<file path="config.mk">
export PLATFORM = sky130hd
export DESIGN_NAME = bin_to_bcd_seq
export DESIGN_NICKNAME = d
export VERILOG_FILES = /design/src/rtl/bin_to_bcd_seq.sv
export SDC_FILE = /design/constraint.sdc
export NUM_CORES = 1
export LEC_CHECK = 0
export CAP_MARGIN = 10
export CORE_MARGIN = 2
export CORE_UTILIZATION = 47
export DETAILED_ROUTE_END_ITERATION = 10
export PLACE_DENSITY = 0.7
export REMOVE_ABC_BUFFERS = 1
export SLEW_MARGIN = 20
export SYNTH_ARGS = -nofsm -noshare
export SYNTH_HDL_FRONTEND = slang
export SYNTH_SLANG_ARGS = --single-unit
</file>
<file path="constraint.sdc">
create_clock -name clk_i -period 2 [get_ports clk_i]
set_clock_uncertainty 0.15 [all_clocks]
set_input_delay 0.4 -clock clk_i [delete_from_list [all_inputs] [get_ports clk_i]]
set_output_delay 0.4 -clock clk_i [all_outputs]
set_load 0.02 [all_outputs]
</file>
<file path="src/rtl/bin_to_bcd_seq.sv">
// Sequential 16-bit binary to 4-digit BCD converter (double-dabble, one bit per clock).
// Operands above MAX_VAL saturate to 9999 and raise ovf_o; latency is fixed either way.
module bin_to_bcd_seq #(
  parameter int WIDTH   = 16,
  parameter int MAX_VAL = 9999
) (
  input  logic             clk_i,
  input  logic             rst_n_i,
  input  logic [WIDTH-1:0] bin_i,
  input  logic             start_i,
  output logic             busy_o,
  output logic             done_o,
  output logic [15:0]      bcd_o,
  output logic             ovf_o
);

  localparam int              CW    = $clog2(WIDTH + 1);
  localparam logic [0:0]      IDLE  = 1'b0;
  localparam logic [0:0]      SHIFT = 1'b1;
  localparam logic [WIDTH-1:0] MAX_W = WIDTH'(MAX_VAL);
  localparam logic [CW-1:0]   LAST  = CW'(WIDTH - 1);

  logic [0:0]       state_q, state_d;
  logic [CW-1:0]    cnt_q, cnt_d;
  logic [15:0]      scratch_q, scratch_d;
  logic [WIDTH-1:0] bin_q, bin_d;
  logic             ovf_pend_q, ovf_pend_d;
  logic [15:0]      bcd_q, bcd_d;
  logic             ovf_q, ovf_d;
  logic             done_q, done_d;

  logic [15:0]      adj_s;
  logic [15:0]      scratch_shift_s;

  // Add-3 correction per nibble; no carry crosses nibble boundaries.
  genvar gi;
  generate
    for (gi = 0; gi < 4; gi++) begin : g_adj
      assign adj_s[4*gi +: 4] = (scratch_q[4*gi +: 4] >= 4'd5) ?
                                (scratch_q[4*gi +: 4] + 4'd3) : scratch_q[4*gi +: 4];
    end
  endgenerate

  assign scratch_shift_s = {adj_s[14:0], bin_q[WIDTH-1]};

  always_comb begin
    state_d    = state_q;
    cnt_d      = cnt_q;
    scratch_d  = scratch_q;
    bin_d      = bin_q;
    ovf_pend_d = ovf_pend_q;
    bcd_d      = bcd_q;
    ovf_d      = ovf_q;
    done_d     = 1'b0;
    case (state_q)
      IDLE: begin
        if (start_i) begin
          bin_d      = bin_i;
          scratch_d  = 16'h0000;
          cnt_d      = '0;
          ovf_pend_d = (bin_i > MAX_W);
          state_d    = SHIFT;
        end
      end
      SHIFT: begin
        scratch_d = scratch_shift_s;
        bin_d     = {bin_q[WIDTH-2:0], 1'b0};
        cnt_d     = cnt_q + 1'b1;
        // Commit uses the value produced by this final iteration.
        if (cnt_q == LAST) begin
          bcd_d   = ovf_pend_q ? 16'h9999 : scratch_shift_s;
          ovf_d   = ovf_pend_q;
          done_d  = 1'b1;
          state_d = IDLE;
        end
      end
      default: state_d = IDLE;
    endcase
  end

  always_ff @(posedge clk_i or negedge rst_n_i) begin
    if (!rst_n_i) begin
      state_q    <= IDLE;
      cnt_q      <= '0;
      scratch_q  <= 16'h0000;
      bin_q      <= '0;
      ovf_pend_q <= 1'b0;
      bcd_q      <= 16'h0000;
      ovf_q      <= 1'b0;
      done_q     <= 1'b0;
    end else begin
      state_q    <= state_d;
      cnt_q      <= cnt_d;
      scratch_q  <= scratch_d;
      bin_q      <= bin_d;
      ovf_pend_q <= ovf_pend_d;
      bcd_q      <= bcd_d;
      ovf_q      <= ovf_d;
      done_q     <= done_d;
    end
  end

  assign busy_o = (state_q == SHIFT);
  assign done_o = done_q;
  assign bcd_o  = bcd_q;
  assign ovf_o  = ovf_q;

endmodule

</file>
==> results by group <==
Critical path
  • Bufs and invs on worst path: 1
  • Terminus of the critical flop-to-flop path: bcd_o[7]
  • Critical path data required time: 1.45 ns
  • Largest delay contributor family on the critical path: buffers and inverters
  • Cell breakdown of the critical path: clkdlybuf4s50_1
  • Worst Reg2Reg Path Length in Cells: 7
  • Worst path max stage delay: about 0.64 ns
  • Worst path slowest cell: clkdlybuf4s50_1
  • Crit path capture: busy_o
  • Type of element launching the critical path: register
  • Worst setup path start: busy_o
  • Depth of the critical timing path with buffers and inverters included: 1
  • Category of the most critical setup path: reg -> out
  • Reg-to-reg critical path startpoint: cnt_q[0]
  • Worst reg-to-reg setup slack: 0.18 ns
  • Arrival time at the worst endpoint: 1.35 ns
  • CP Max Fanout: 3
  • CP endpoint kind: output port

Place
  • Final weighted congestion in routability-driven placement: between 0.8 and 0.9
  • DP Worst Slack: 0.07942 ns
  • Total of buffers placed on input and output ports: 37
  • Post-DP HPWL: 3533 um

Pwr
  • Internal power of the cells: 3.224 mW
  • Power Density: ~1500 mW/mm^2
  • Total power consumption of the routed design: 5.138 mW
  • Net load switching power: about 1.9 mW
  • Share of total power consumed by net switching: 37.25%
  • Worst supply voltage drop on vdd: 0.7186 mV
  • Sequential share of power: 39.1%
  • Clock share of power: ~18%
  • Proportion of power drawn by combinational gates: 42.5%
  • Leak: 1.504 nW

Layout
  • Number of antenna diodes: 0
  • Final-stage net count: 329
  • Area growth syn-to-layout: 23.23%
  • Fraction of final layout cells with drive strength greater than 1: 9.508%

Synthesis
  • Portion of synthesized cell area occupied by the leading cell type: 52.66%
  • Simple-Gate Fraction of Synth Area: 13.49%
  • Dominant combinational cell family by area after synthesis: compound AO/OA/AOI/OAI gates
  • Compound-Gate Fraction of Synth Area: 15.80%
  • Post-synthesis sequential area ratio: a little over half
  • Cell count after synthesis: 260
  • Largest area contributor in the synthesized netlist: dfrtp_1
  • Synth Area in Adders: 4.619%
  • Average cell area after synthesis: between 10 and 15 um^2
  • Synthesized cell area: 0.002709 mm^2
  • Parity-gate share of the synthesized area counting xor and xnor cells: 1.940%
  • Post-synthesis register bit count: 57
  • Mux contribution to synthesized area: under 10%
  • Number of library cell types mapped by synthesis: 31
  • Synth top area cells: dfrtp_1 (53%), mux2i_1 (7.0%), nand2_1 (4.8%)
  • Warnings, synthesis: 0

Routing
  • Via count: approximately 2000
  • Wire length per cell: between 10 and 15 um
  • Number of nets with antenna violations after detailed routing: 0
  • Violation count after the first detailed-route iteration: 97
  • Number of vias per cell after detailed routing: 5.369
  • Initial DRT Pass Iterations: 4
  • DRC violations left: 0
  • Final Routed Wirelength: 5286 um

Die
  • Initial Util: 48.89%
  • Die footprint: 0.006386 mm^2
  • # IOs: 38
  • Standard-cell rows: 27
  • Die X-Extent: 79.92 um
  • Area inside the core boundary: 0.005540 mm^2
  • Vert. Die Dim: around 80 um

Global routing
  • Via count of the first global-routing pass: around 2000
  • Global routing usage summed across all routing layers: 18.58%
  • Final global-route overflow total: 0
  • Pin count of the biggest net entering global routing: 39
  • Number of antenna violations at the first check in global routing: 0
  • Global-route wire length before repair: approximately 9000 um

Clocking
  • CTS Root Cell: clkbuf_8
  • Clock buffer count from CTS: 9
  • Count of clock tree sinks: 57
  • CTS tree: yes
  • Max H-tree Level: 3
  • Clock latency on the worst-skew pair: roughly 0.33 ns
  • Clock slew seen by the registers of the worst setup and hold paths: 0.06 ns
  • Clock Tree Buf Depth: 2
  • # Post-CTS Setup Buffers: 0

Timing
  • Final period utilization: a little over nine tenths
  • Max-slew violation total from the final report: 0
  • Crit path setup slack, layout: between 0.09 and 0.1 ns
  • Highest achievable clock rate: approximately 530 MHz
  • Shortest clock period the worst path allows after layout: between 1.5 and 2 ns
  • Total of endpoints with negative setup slack in the final report: 0
  • Final hold vios: 0
  • Transition time at the pin with the least slew margin: 0.4954 ns
  • Max transition margin: 66.97%
  • Unrepaired setup endpoints after global routing: false

Outcome
  • Result of the run: finished, final reports clean

Hold path
  • Worst hold path class: reg -> reg

Job
  • Max-cap viol count: 0
## cells by family after synthesis
logic type,after synthesis
and+or+nand+nor,73
AOI/OAI and AO/OA,69
DFF,57
buffers and inverters,26
muxes,19
adders and majority gates,10
xor gates and xnor gates,6
## per-stage QoR
stage / TNS (ns) / utilization (%) / hold WS, ns / area, um^2 / std cells
finish: 0 / 60.25 / 0.3299 / 3338 / 377
global route: 0 / 60.25 / 0.3565 / 3338 / 377
CTS: 0 / 60.25 / 0.3360 / 3338 / 377
detailed placement: 0 / 56.93 / 0.2419 / 3154 / 360
global placement: 0 / 56.93 / 0.2455 / 3154 / 360
floorplan: -5.413 / - / -0.04559 / 2629 / 245
## cell type report
class	instances	area (um^2)
clock buffers	13	158.9
inverters	11	41.29
multi-input cells	177	1161
clock inverters	3	15.01
well taps	72	90.09
repair buffers	44	445.4
flip-flops and latches	57	1426
fillers	483	2202
## cell usage after synthesis
| cell | count |
|---|---|
| dfrtp_1 | 57 |
| nand2_1 | 35 |
| o21ai_0 | 23 |
| mux2i_1 | 19 |
| a21oi_1 | 15 |
| inv_1 | 11 |
| nor3b_1 | 11 |
| ha_1 | 10 |
| nor2_1 | 10 |
| o22ai_1 | 9 |
| a21o_1 | 7 |
| a22o_1 | 7 |
| buf_2 | 7 |
| nand2b_1 | 5 |
| xnor2_1 | 5 |
| a21oi_2 | 4 |
| buf_4 | 4 |
| clkbuf_1 | 4 |
| nor3_1 | 4 |
| nor4_1 | 2 |
| a31o_2 | 1 |
| a31oi_1 | 1 |
| a32o_1 | 1 |
| and3_1 | 1 |
| nand2_2 | 1 |
| nand3_1 | 1 |
| nand4_1 | 1 |
| nor2_4 | 1 |
| nor4b_2 | 1 |
| o31ai_1 | 1 |
| xor2_1 | 1 |
## per-layer routing
layer	wire (um)	part of all wire (%)	global-route usage (%)	vias to the layer above
li1	-	-	-	993
met1	2509	47	23.76	982
met2	2470	47	29.50	45
met3	282	5.3	7.466	4
met4	23	0.44	4.576	0
met5	0	0	0	-
## registers in the layout, indices dropped and copies added, names as in the netlist
register	cells
bcd_o	16
bin_q	16
scratch_q	16
cnt_q	5
busy_o	1
done_o	1
ovf_o	1
ovf_pend_q	1
## cell usage in the layout (no fill, tap or decap), types with 2 or more instances in the layout
| master | n |
|---|---|
| dfrtp_1 | 57 |
| clkbuf_1 | 2 |
| ha_1 | 10 |
| a21o_1 | 7 |
| clkbuf_8 | 11 |
| buf_4 | 4 |
| o22ai_1 | 9 |
| clkinv_2 | 3 |
| a22o_1 | 7 |
| nand2_1 | 35 |
| nor2_1 | 10 |
| nor4_1 | 2 |
| xnor2_1 | 5 |
| a21oi_1 | 15 |
| nor3_1 | 4 |
| a21oi_2 | 4 |
| nand2b_1 | 5 |
| mux2i_1 | 19 |
| nor3b_1 | 11 |
| inv_1 | 11 |
| o21ai_0 | 23 |
| buf_12 | 2 |
| clkdlybuf4s50_1 | 36 |
## repair_timing
| item | 4_1_cts | 5_1_grt |
|---|---|---|
| endpoints found under the hold margin | 19 | 0 |
| gates resized for setup | 0 | 0 |
| hold buffers | 1 | 0 |
## worst min path at each step
stage | startpoint | to | slack [ns] | cells past startpoint
3_3_place_gp | rst_n_i | scratch_q[11] | 0.25 | 1
2_1_floorplan | rst_n_i | bcd_o[0] | -0.05 | 0
5_1_grt | bcd_o[14] | bcd_o[14] | 0.36 | 1
4_1_cts | bin_q[2] | bin_q[3] | 0.34 | 2
6_report | bin_q[2] | bin_q[3] | 0.33 | 2
3_5_place_dp | rst_n_i | scratch_q[11] | 0.24 | 1
## power groups by stage
stage / clock (mW) / sequential (mW) / combinational (mW)
finish: 0.945 / 2.01 / 2.18
floorplan: 0 / 2.19 / 1.26
detailed placement: 0 / 2.03 / 2.19
global placement: 0 / 2.01 / 2.14
CTS: 0.978 / 2.01 / 2.21
global route: 1.03 / 2.08 / 2.45
Power figures use the tool's default switching activity.
